### src/rtl/memctrl_pkg.sv
// Shared definitions for the burst SRAM controller: state encoding,
// default geometry and the SRAM strobe bundle.
package memctrl_pkg;

   localparam int unsigned DEF_AW        = 16;
   localparam int unsigned DEF_DW        = 8;
   localparam int unsigned DEF_LW        = 4;
   localparam int unsigned RD_FIFO_DEPTH = 4;

   typedef enum logic [1:0] {
      IDLE  = 2'd0,
      WRITE = 2'd1,
      READ  = 2'd2,
      DRAIN = 2'd3
   } state_e;

   // Active-low SRAM strobes, kept together so one flop group drives all three
   typedef struct packed {
      logic csb;
      logic web;
      logic oeb;
   } mem_strb_t;

   localparam mem_strb_t STRB_NONE = '{csb: 1'b1, web: 1'b1, oeb: 1'b1};
   localparam mem_strb_t STRB_WR   = '{csb: 1'b0, web: 1'b0, oeb: 1'b1};
   localparam mem_strb_t STRB_RD   = '{csb: 1'b0, web: 1'b1, oeb: 1'b0};

endpackage

### src/rtl/memctrl_rdfifo.sv
// Small read-return FIFO with registered head data, valid flag and occupancy.
// Depth must be a power of two so the pointers wrap naturally.
module memctrl_rdfifo
   import memctrl_pkg::*;
#(
   parameter int unsigned DW    = DEF_DW,
   parameter int unsigned DEPTH = RD_FIFO_DEPTH
) (
   input  logic                     clk,
   input  logic                     rst,
   input  logic                     push,
   input  logic [DW-1:0]            din,
   input  logic                     pop,
   output logic [DW-1:0]            dout,
   output logic                     valid,
   output logic [$clog2(DEPTH):0]   count
);

   localparam int unsigned PW = $clog2(DEPTH);
   localparam int unsigned CW = PW + 1;

   logic [DW-1:0] mem_q [DEPTH];
   logic [DW-1:0] mem_d [DEPTH];
   logic [PW-1:0] wr_ptr_q, wr_ptr_d;
   logic [PW-1:0] rd_ptr_q, rd_ptr_d;
   logic [CW-1:0] count_q, count_d;
   logic          valid_q, valid_d;
   logic [DW-1:0] dout_q, dout_d;
   logic          do_push;
   logic          do_pop;

   // Next storage/pointer state; the head is re-read from the updated storage
   always_comb begin
      mem_d    = mem_q;
      wr_ptr_d = wr_ptr_q;
      rd_ptr_d = rd_ptr_q;
      count_d  = count_q;
      do_push  = push && (count_q != CW'(DEPTH));
      do_pop   = pop && valid_q;
      if (do_push) begin
         mem_d[wr_ptr_q] = din;
         wr_ptr_d        = wr_ptr_q + PW'(1);
      end
      if (do_pop) begin
         rd_ptr_d = rd_ptr_q + PW'(1);
      end
      case ({do_push, do_pop})
         2'b10:   count_d = count_q + CW'(1);
         2'b01:   count_d = count_q - CW'(1);
         default: count_d = count_q;
      endcase
      valid_d = (count_d != '0);
      dout_d  = mem_d[rd_ptr_d];
   end

   always_ff @(posedge clk or posedge rst) begin
      if (rst) begin
         mem_q    <= '{default: '0};
         wr_ptr_q <= '0;
         rd_ptr_q <= '0;
         count_q  <= '0;
         valid_q  <= 1'b0;
         dout_q   <= '0;
      end else begin
         mem_q    <= mem_d;
         wr_ptr_q <= wr_ptr_d;
         rd_ptr_q <= rd_ptr_d;
         count_q  <= count_d;
         valid_q  <= valid_d;
         dout_q   <= dout_d;
      end
   end

   assign dout  = dout_q;
   assign valid = valid_q;
   assign count = count_q;

endmodule

### src/rtl/memctrl_burst.sv
// Burst controller for a single-port synchronous SRAM: accepts write/read
// bursts, sequences the SRAM strobes and buffers read returns in a FIFO.
module memctrl_burst
   import memctrl_pkg::*;
#(
   parameter int unsigned AW = DEF_AW,
   parameter int unsigned DW = DEF_DW,
   parameter int unsigned LW = DEF_LW
) (
   input  logic          CLK,
   input  logic          RST,
   input  logic          REQ_VALID,
   output logic          REQ_READY,
   input  logic          REQ_WE,
   input  logic [AW-1:0] REQ_ADDR,
   input  logic [LW-1:0] REQ_LEN,
   input  logic [DW-1:0] WDATA,
   input  logic          WVALID,
   output logic          WREADY,
   output logic [DW-1:0] RDATA,
   output logic          RVALID,
   input  logic          RREADY,
   output logic          BUSY,
   output logic          MEM_CSB,
   output logic          MEM_WEB,
   output logic          MEM_OEB,
   output logic [AW-1:0] MEM_ADDR,
   output logic [DW-1:0] MEM_WDATA,
   input  logic [DW-1:0] MEM_RDATA
);

   localparam int unsigned FCW = $clog2(RD_FIFO_DEPTH) + 1;

   state_e        state_q, state_d;
   logic [AW-1:0] addr_q, addr_d;
   logic [LW-1:0] cnt_q, cnt_d;
   logic          req_ready_q, req_ready_d;
   logic          wready_q, wready_d;
   logic          busy_q, busy_d;
   mem_strb_t     strb_q, strb_d;
   logic [AW-1:0] mem_addr_q, mem_addr_d;
   logic [DW-1:0] mem_wdata_q, mem_wdata_d;
   // rd_s1: read strobe on the SRAM this cycle; rd_s2: its data returns this cycle
   logic          rd_s1_q, rd_s1_d;
   logic          rd_s2_q, rd_s2_d;

   logic [FCW-1:0] fifo_cnt;
   logic [FCW-1:0] fill;
   logic           can_issue;
   logic           fifo_valid;
   logic [DW-1:0]  fifo_dout;

   // Buffered plus outstanding reads; capped so the FIFO can never overflow
   assign fill      = fifo_cnt + FCW'(rd_s1_q) + FCW'(rd_s2_q);
   assign can_issue = (fill < FCW'(RD_FIFO_DEPTH));

   always_comb begin
      state_d     = state_q;
      addr_d      = addr_q;
      cnt_d       = cnt_q;
      strb_d      = STRB_NONE;
      mem_addr_d  = mem_addr_q;
      mem_wdata_d = mem_wdata_q;
      rd_s1_d     = 1'b0;
      rd_s2_d     = rd_s1_q;

      case (state_q)
         IDLE: begin
            if (REQ_VALID && req_ready_q) begin
               addr_d  = REQ_ADDR;
               cnt_d   = REQ_LEN;
               state_d = REQ_WE ? WRITE : READ;
            end
         end
         WRITE: begin
            if (WVALID && wready_q) begin
               strb_d      = STRB_WR;
               mem_addr_d  = addr_q;
               mem_wdata_d = WDATA;
               addr_d      = addr_q + AW'(1);
               cnt_d       = cnt_q - LW'(1);
               if (cnt_q == '0) begin
                  state_d = IDLE;
               end
            end
         end
         READ: begin
            if (can_issue) begin
               strb_d     = STRB_RD;
               mem_addr_d = addr_q;
               addr_d     = addr_q + AW'(1);
               cnt_d      = cnt_q - LW'(1);
               rd_s1_d    = 1'b1;
               if (cnt_q == '0) begin
                  state_d = DRAIN;
               end
            end
         end
         DRAIN: begin
            if ((fifo_cnt == '0) && !rd_s1_q && !rd_s2_q) begin
               state_d = IDLE;
            end
         end
         default: state_d = IDLE;
      endcase

      req_ready_d = (state_d == IDLE);
      wready_d    = (state_d == WRITE);
      busy_d      = (state_d != IDLE);
   end

   always_ff @(posedge CLK or posedge RST) begin
      if (RST) begin
         state_q     <= IDLE;
         addr_q      <= '0;
         cnt_q       <= '0;
         req_ready_q <= 1'b0;
         wready_q    <= 1'b0;
         busy_q      <= 1'b0;
         strb_q      <= STRB_NONE;
         mem_addr_q  <= '0;
         mem_wdata_q <= '0;
         rd_s1_q     <= 1'b0;
         rd_s2_q     <= 1'b0;
      end else begin
         state_q     <= state_d;
         addr_q      <= addr_d;
         cnt_q       <= cnt_d;
         req_ready_q <= req_ready_d;
         wready_q    <= wready_d;
         busy_q      <= busy_d;
         strb_q      <= strb_d;
         mem_addr_q  <= mem_addr_d;
         mem_wdata_q <= mem_wdata_d;
         rd_s1_q     <= rd_s1_d;
         rd_s2_q     <= rd_s2_d;
      end
   end

   memctrl_rdfifo #(
      .DW    (DW),
      .DEPTH (RD_FIFO_DEPTH)
   ) u_rdfifo (
      .clk   (CLK),
      .rst   (RST),
      .push  (rd_s2_q),
      .din   (MEM_RDATA),
      .pop   (RREADY),
      .dout  (fifo_dout),
      .valid (fifo_valid),
      .count (fifo_cnt)
   );

   assign REQ_READY = req_ready_q;
   assign WREADY    = wready_q;
   assign BUSY      = busy_q;
   assign RVALID    = fifo_valid;
   assign RDATA     = fifo_dout;
   assign MEM_CSB   = strb_q.csb;
   assign MEM_WEB   = strb_q.web;
   assign MEM_OEB   = strb_q.oeb;
   assign MEM_ADDR  = mem_addr_q;
   assign MEM_WDATA = mem_wdata_q;

endmodule
### config.mk
export PLATFORM = sky130hd
export DESIGN_NAME = memctrl_burst
export DESIGN_NICKNAME = d
export VERILOG_FILES = /design/src/rtl/memctrl_pkg.sv /design/src/rtl/memctrl_rdfifo.sv /design/src/rtl/memctrl_burst.sv
export SDC_FILE = /design/constraint.sdc
export NUM_CORES = 1
export LEC_CHECK = 0
export ABC_CLOCK_PERIOD_IN_PS = 8850
export CORE_MARGIN = 10
export CORE_UTILIZATION = 46
export CTS_CLUSTER_DIAMETER = 150
export DETAILED_ROUTE_END_ITERATION = 16
export GPL_ROUTABILITY_DRIVEN = 0
export HOLD_SLACK_MARGIN = 0.03
export PLACE_DENSITY = 0.71
export SLEW_MARGIN = 40
export SYNTH_ARGS = -nofsm -noshare
export SYNTH_HDL_FRONTEND = slang
export SYNTH_SLANG_ARGS = --single-unit
### constraint.sdc
create_clock -name CLK -period 8.85 [get_ports CLK]
set_clock_uncertainty 0.2 [all_clocks]
set_input_delay 2.2125 -clock CLK [delete_from_list [all_inputs] [get_ports CLK]]
set_output_delay 2.2125 -clock CLK [all_outputs]
set_load 0.01 [all_outputs]
==> out/qor.log, run 1 <==
INFO  global_routing grt_overflow=0
INFO  power_and_ir_drop total_design_power=2307uW
INFO  layout         layout_cells_sized_above_1=17.68%
INFO  drt            highest-signal-layer=met4
INFO  cts            cts_tree=done
INFO  floorplanning  die_height=123.0um
INFO  critical_path  worst_ep_required_time=8900ps
INFO  power_and_ir_drop comb_power_share=50.9%
INFO  global_routing grt_first_pass_wirelength=18000um
INFO  floorplanning  initial_core_util=47.23%
INFO  critical_path  end_kind=register
INFO  floorplanning  design.core.area=10320um^2
INFO  drt            detail_route.iter0.violations=165
INFO  power_and_ir_drop p_switching=884.2uW
INFO  layout         finish.net_count=545
INFO  min_path       min_delay_worst_endpoint=rd_s2_q$_DFF_PP0_
INFO  floorplanning  dieWidth=123.0um
INFO  critical_path  regToRegStartpoint=u_rdfifo.count[1]$_DFF_PP0_
INFO  cts            clock_path_buffers=2
INFO  synth          synth_nets=472
INFO  cts            number_of_hold_buffers_added_after_cts=0
INFO  min_path       holdCritStartpoint=rd_s1_q$_DFF_PP0_
INFO  global_routing first_global_vias=3487
INFO  synth          synth-async-reset-ratio=100.0%
INFO  layout         final.fill_count=870
INFO  power_and_ir_drop p_leak=0.002501uW
INFO  timing         setup_violations=0
INFO  min_path       hold-path-cell-count=0
INFO  timing         timing.final.max_slew_violations=0
INFO  critical_path  worst-r2r-setup-slack=6180ps
INFO  critical_path  worst_path_largest_cell_delay=550ps
INFO  drt            routed-wl-met2=4958um
INFO  floorplanning  pin_count=81
INFO  floorplanning  placement_rows=37
INFO  synth          postSynthCellCount=415
INFO  critical_path  startpoint_type=input pin
INFO  timing         fmax=234.1MHz
INFO  synth          sequential_element_share_of_the_synthesized_area=52.42%
INFO  drt            antenna_violating_nets_post_route=0
INFO  drt            detail_route.wirelength=10780um
INFO  status         status=finished, final reports clean
INFO  timing         actual_slew_at_the_worst_max_slew_pin=789.7ps
INFO  cts            insertion_delay=360ps
INFO  layout         finish.utilization=57.48%
INFO  layout         final_design_area_no_fill=5934um^2
INFO  timing         rsz_0062_raised_after_global_routing=false
INFO  cts            clockRootBuffer=sky130_fd_sc_hd__clkbuf_8
INFO  layout         stdcell_count=628
INFO  drt            routedLengthMet1=4989um
INFO  timing         post-route-period-util=48.26%
INFO  layout         antennaDiodeCount=0
INFO  timing         finalWorstPathRequiredPeriod=4271ps
INFO  critical_path  worstSetupPathType=input pin to register
INFO  synth          postSynth.topFlopCell=sky130_fd_sc_hd__dfrtp_1
INFO  flow_run       timing.max_cap.violations=0
INFO  cts            cts_resized=0
INFO  global_routing grt_usage=14.77%
INFO  place          dpl_cell_area=5757um^2
INFO  cts            worst_setup_hold_path_clk_slew=90ps
INFO  power_and_ir_drop swShare=38.33%
INFO  place          dpl.cell_count=613
INFO  critical_path  cpMaxStageDelayCell=sky130_fd_sc_hd__xor2_2
INFO  synth          syn_area_per_cell=11.75um^2
INFO  synth          synth_warnings=0
INFO  synth          synth_cell_types=53
INFO  place          hpwl=7583um
INFO  min_path       hold_path.class=register to register
INFO  drt            vias_per_cell=5.486
INFO  place          port_buffers=80
INFO  critical_path  cp_top_family=buffers and inverters
INFO  critical_path  timing.critical_path.arrival=4320ps
INFO  power_and_ir_drop reg_power_share=37.5%
INFO  cts            cts.sinks=102
INFO  synth          synth_seq_cells=102
INFO  layout         syn_to_final_growth=21.71%
INFO  power_and_ir_drop power_frac_clock=11.6%
INFO  critical_path  critical_path.n_buffers_inverters=2
INFO  critical_path  worst-path-max-fanout=17
INFO  timing         hold_viol_final=0
INFO  power_and_ir_drop irDropWorstVdd=0.0001599V
INFO  drt            routedWlPerCell=17.17um
INFO  cts            cts_inserted_buffers=9
INFO  global_routing grt_antenna_before_repair=0
INFO  drt            drt_drc_violations_left=0
INFO  critical_path  rr_worst_depth=9
INFO  cts            post_cts.repair.setup_buffers=0
INFO  drt            detailroute.wirelength.met3=658um
INFO  synth          synth-edff-count=0
INFO  drt            firstDrtPassIters=4
INFO  timing         tns=0ps
INFO  power_and_ir_drop power-per-cell-area=388.7nW/um^2
INFO  synth          mapped_area=4876um^2
INFO  global_routing grt_start_max_net_pins=69
INFO  cts            clock_tree.htree_level_count=3
INFO  critical_path  worstReg2RegEnd=u_rdfifo.valid$_DFF_PP0_
INFO  critical_path  timing.critical_path.cells=clkdlybuf4s50_1 -> nand3_1 -> xor2_2 -> inv_1 -> mux2_1 -> o221a_1
INFO  floorplanning  dieArea=15120um^2
INFO  power_and_ir_drop power.internal=1423uW
INFO  timing         max-slew-margin-rel=47.16%
INFO  drt            total_via_count_after_detailed_routing=3445
-- sequential cells by signal, summed over array words and instances, names as in the netlist, 2 cells and up --
name	cells
u_rdfifo.rd_ptr_q	2
u_rdfifo.wr_ptr_q	2
u_rdfifo.count	3
u_rdfifo.mem_q	32
cnt_q	4
u_rdfifo.dout	8
MEM_WDATA	8
addr_q	16
state_q	2
MEM_ADDR	16
-- cell type report --
class                   instances  area, um^2  area share [%]
flip-flops and latches        102        2556           43.07
clock buffers                  11       141.4           2.382
inverters                      16       62.56           1.054
well taps                     136       170.2           2.867
repair buffers                 84       834.6           14.06
clock inverters                 4       31.28          0.5271
multi-input cells             275        2138           36.03
-- synth_stat cells (all sizes together), types with 2 or more instances --
library cell / n / area share [%]
o32a: 9 / 1.8
nor2b: 4 / 0.51
o22ai: 9 / 1.2
o21a: 3 / 0.46
dfrtp: 99 / 51
nand2: 33 / 2.5
mux2: 58 / 13
a2bb2oi: 6 / 1.1
inv: 16 / 1.2
xnor2: 2 / 0.36
nor3: 4 / 0.41
buf: 11 / 1.8
o221a: 8 / 1.8
and3: 6 / 0.77
a21boi: 3 / 0.46
o22a: 2 / 0.36
xor2: 3 / 0.54
nor3b: 2 / 0.31
dfstp: 3 / 1.6
or2: 3 / 0.38
or3: 2 / 0.26
o32ai: 8 / 1.4
a21oi: 21 / 2.2
ha: 14 / 3.6
nand4: 4 / 0.51
clkbuf: 11 / 0.85
nand2b: 5 / 0.80
mux2i: 7 / 1.4
nand3: 14 / 1.4
nor2: 7 / 0.54
o21ai: 22 / 2.3
-- cell usage in the layout (no fill, tap or decap), drive strengths merged, types with 3 or more instances in the layout --
cell type,count
or2,3
inv,17
o32ai,8
nor2b,4
buf,4
clkbuf,11
o22ai,9
a21oi,21
nand4,4
a21boi,3
nor2,7
o32a,9
nand2,33
mux2,58
mux2i,7
and3,6
a2bb2oi,6
dfrtp,99
dfstp,3
clkdlybuf4s50,80
o21a,3
clkinv,3
nand3,14
o21ai,22
nor3,4
ha,14
o221a,8
nand2b,5
xor2,3
-- how the worst max path moves through the flow --
| stage | to | slack, ps | depth (start not counted) | startpoint |
|---|---|---|---|---|
| floorplan | BUSY$_DFF_PP0_ | 3770 | 1 | RST |
| global placement | u_rdfifo.dout[2]$_DFF_PP0_ | 4030 | 6 | RREADY |
| detailed placement | u_rdfifo.dout[0]$_DFF_PP0_ | 4220 | 6 | RREADY |
| CTS | u_rdfifo.dout[4]$_DFF_PP0_ | 4610 | 6 | RREADY |
| global route | u_rdfifo.dout[2]$_DFF_PP0_ | 4430 | 6 | RREADY |
| finish | u_rdfifo.dout[4]$_DFF_PP0_ | 4580 | 6 | RREADY |
-- per-layer routing --
layer	track usage, %	up-vias
li1	-	1664
met1	19.38	1687
met2	22.76	81
met3	4.011	13
met4	5.891	0
met5	0	-
-- power groups by stage --
| stage | Sequential (uW) | Clock, uW | Combinational (uW) |
|---|---|---|---|
| 2_1_floorplan | 875 | 0 | 794 |
| 3_3_place_gp | 861 | 0 | 1150 |
| 3_5_place_dp | 874 | 0 | 1180 |
| 4_1_cts | 866 | 279 | 1180 |
| 5_1_grt | 900 | 299 | 1300 |
| 6_report | 864 | 268 | 1170 |
-- stage by stage --
step,setup slack (ps),hold WS (ps)
floorplan,3767,188.3
detailed placement,4219,211.3
global placement,4026,207.3
finish,4579,231.9
global route,4430,247.9
CTS,4614,233.9
-- cells by family after synthesis --
| logic type | Yosys count | synth area share (%) |
|---|---|---|
| flops | 102 | 52.43 |
| compound gates | 100 | 14.55 |
| simple gates | 90 | 9.392 |
| mux | 65 | 14.83 |
| buf+inv | 38 | 3.900 |
| fa+ha+maj | 15 | 4.003 |
| xor+xnor | 5 | 0.8983 |
No activity file was read; power rests on OpenSTA's default activity.
==> run 2: changes to the inputs <==
ABC_CLOCK_PERIOD_IN_PS = 4000   (was 8850)
clock period = 4 ns   (was 8.85 ns; I/O delays follow)
==> run 2 against run 1 <==
Net effect: worst hold slack better by 10 ps; flip-flop and latch count unchanged; via count down 0.52%; final area up 1.5%; first-iteration DRC count up 15%; final cell count up 0.64%; critical path depth unchanged; global-route usage up 0.21 points; non-clock buffer count up 3; count of clock-buffer cells in the layout down 1; clock power rose to 2.7 times the previous value.
==> out/qor.log, run 2 (synthesized netlist as in run 1, its figures left out) <==
INFO  status         status=finished, final reports clean
INFO  timing         fin_hold_ws=242.3ps
INFO  global_routing grt_first_pass_wirelength=18460um
INFO  global_routing first_global_vias=3574
INFO  floorplanning  dieArea=15120um^2
INFO  layout         stdcell_count=632
INFO  timing         post-route-period-util=75.42%
INFO  critical_path  worst-path-max-fanout=20
INFO  power_and_ir_drop irDropWorstVdd=0.0004140V
INFO  global_routing grt_usage=14.98%
INFO  critical_path  worstReg2RegEnd=u_rdfifo.valid$_DFF_PP0_
INFO  cts            clock_path_buffers=2
INFO  cts            post_cts.repair.setup_buffers=0
INFO  cts            cts_tree=done
INFO  critical_path  worst-r2r-setup-slack=1330ps
INFO  cts            cts.sinks=102
INFO  global_routing grt_antenna_before_repair=0
INFO  critical_path  worst_path_largest_cell_delay=510ps
INFO  timing         fmax=331.5MHz
INFO  critical_path  regToRegStartpoint=u_rdfifo.count[1]$_DFF_PP0_
INFO  timing         hold_viol_final=0
INFO  power_and_ir_drop p_leak=0.002547uW
INFO  layout         largest_register_ff_count=32
INFO  drt            total_via_count_after_detailed_routing=3427
INFO  flow_run       timing.max_cap.violations=0
INFO  layout         syn_to_final_growth=23.48%
INFO  drt            routedWlPerCell=17.40um
INFO  floorplanning  dieWidth=123.0um
INFO  cts            cts_inserted_buffers=9
INFO  cts            number_of_hold_buffers_added_after_cts=0
INFO  cts            clock_tree.htree_level_count=3
INFO  critical_path  critical_path.n_buffers_inverters=1
INFO  critical_path  timing.critical_path.arrival=3070ps
INFO  place          hpwl=7731um
INFO  floorplanning  placement_rows=37
INFO  drt            firstDrtPassIters=5
INFO  cts            insertion_delay=360ps
INFO  drt            drt_drc_violations_left=0
INFO  critical_path  cpMaxStageDelayCell=sky130_fd_sc_hd__clkdlybuf4s50_1
INFO  critical_path  end_kind=register
INFO  cts            worst_setup_hold_path_clk_slew=90ps
INFO  power_and_ir_drop power-per-cell-area=880.8nW/um^2
INFO  layout         final.fill_count=880
INFO  min_path       hold_path.class=register to register
INFO  timing         rsz_0062_raised_after_global_routing=false
INFO  layout         most_common_library_cell_in_the_layout_ignoring_fill_and_taps=sky130_fd_sc_hd__dfrtp_1
INFO  timing         setup_violations=0
INFO  cts            clockRootBuffer=sky130_fd_sc_hd__clkbuf_8
INFO  critical_path  timing.critical_path.cells=clkdlybuf4s50_1 -> a21boi_0 -> or2_2 -> mux2i_1 -> mux2_1 -> o221a_1
INFO  drt            vias_per_cell=5.422
INFO  layout         mostFrequentLayoutCells=sky130_fd_sc_hd__dfrtp_1, sky130_fd_sc_hd__clkdlybuf4s50_1, sky130_fd_sc_hd__mux2_2
INFO  timing         max-slew-margin-rel=48.93%
INFO  power_and_ir_drop total_design_power=5303uW
INFO  timing         tns=0ps
INFO  floorplanning  die_height=123.0um
INFO  drt            antenna_violating_nets_post_route=0
INFO  place          dpl.cell_count=616
INFO  min_path       hold-path-cell-count=0
INFO  layout         finish.net_count=548
INFO  drt            detail_route.wirelength=11000um
INFO  critical_path  worstSetupPathType=input pin to register
INFO  floorplanning  design.core.area=10320um^2
INFO  cts            cts_resized=0
INFO  layout         finish.utilization=58.32%
INFO  critical_path  cp_top_family=multiplexers
INFO  critical_path  rr_worst_depth=9
INFO  layout         antennaDiodeCount=0
INFO  min_path       min_delay_worst_endpoint=rd_s2_q$_DFF_PP0_
INFO  critical_path  worst_ep_required_time=4060ps
INFO  timing         actual_slew_at_the_worst_max_slew_pin=766.1ps
INFO  place          port_buffers=80
INFO  min_path       holdCritStartpoint=rd_s1_q$_DFF_PP0_
INFO  timing         finalWorstPathRequiredPeriod=3017ps
INFO  critical_path  startpoint_type=input pin
INFO  layout         layout_cells_sized_above_1=18.35%
INFO  timing         timing.final.max_slew_violations=0
INFO  floorplanning  pin_count=81
INFO  layout         top_register=u_rdfifo.mem_q
INFO  floorplanning  initial_core_util=47.23%
INFO  drt            detail_route.iter0.violations=189
INFO  global_routing grt_overflow=0
INFO  global_routing grt_start_max_net_pins=57
run 2: cell count changes in the layout (fill, tap and decap cells not counted), moves of 2 or more:
cell / before / now
sky130_fd_sc_hd__buf_4: 3 / 5
sky130_fd_sc_hd__buf_12: 0 / 2
sky130_fd_sc_hd__clkinv_4: 2 / 0
sky130_fd_sc_hd__clkinv_2: 1 / 3
sky130_fd_sc_hd__bufinv_16: 0 / 2
run 2: area by class of cell:
class                   instances  area [um^2]  share of cell area [%]
clock buffers                  10        137.6                   2.286
multi-input cells             275         2132                   35.41
inverters                      16        62.56                   1.039
clock inverters                 6        83.83                   1.392
repair buffers                 87        878.3                   14.59
flip-flops and latches        102         2556                   42.46
well taps                     136        170.2                   2.826
run 2: report_power, final:
part | leakage (uW) | switching (uW) | internal [uW]
Combinational | 0.00121 | 1270 | 1390
Sequential | 0.00122 | 357 | 1560
Clock | 0.000116 | 352 | 369
run 2: worst max-delay path by stage:
stage / start / end / slack, ps / depth (start not counted)
5_1_grt: RREADY / u_rdfifo.dout[1]$_DFF_PP0_ / 900 / 6
3_5_place_dp: RREADY / u_rdfifo.dout[4]$_DFF_PP0_ / 600 / 6
6_report: RREADY / u_rdfifo.dout[1]$_DFF_PP0_ / 980 / 6
4_1_cts: RREADY / u_rdfifo.dout[4]$_DFF_PP0_ / 1000 / 6
3_3_place_gp: RREADY / u_rdfifo.dout[4]$_DFF_PP0_ / 670 / 6
2_1_floorplan: RST / BUSY$_DFF_PP0_ / 130 / 1
run 2: layer usage:
layer	vias to the layer above	part of all wire [%]	global-route usage, %
met5	-	0	0
met1	1667	45	19.54
met4	0	0.90	4.566
li1	1668	-	-
met2	83	48	23.63
met3	9	5.6	4.376
run 2: stage by stage:
step / setup slack, ps / area (um^2)
2_1_floorplan: 129.5 / 4876
3_3_place_gp: 672.7 / 5797
3_5_place_dp: 602.1 / 5797
4_1_cts: 998.0 / 6018
5_1_grt: 900.5 / 6021
6_report: 983.1 / 6021
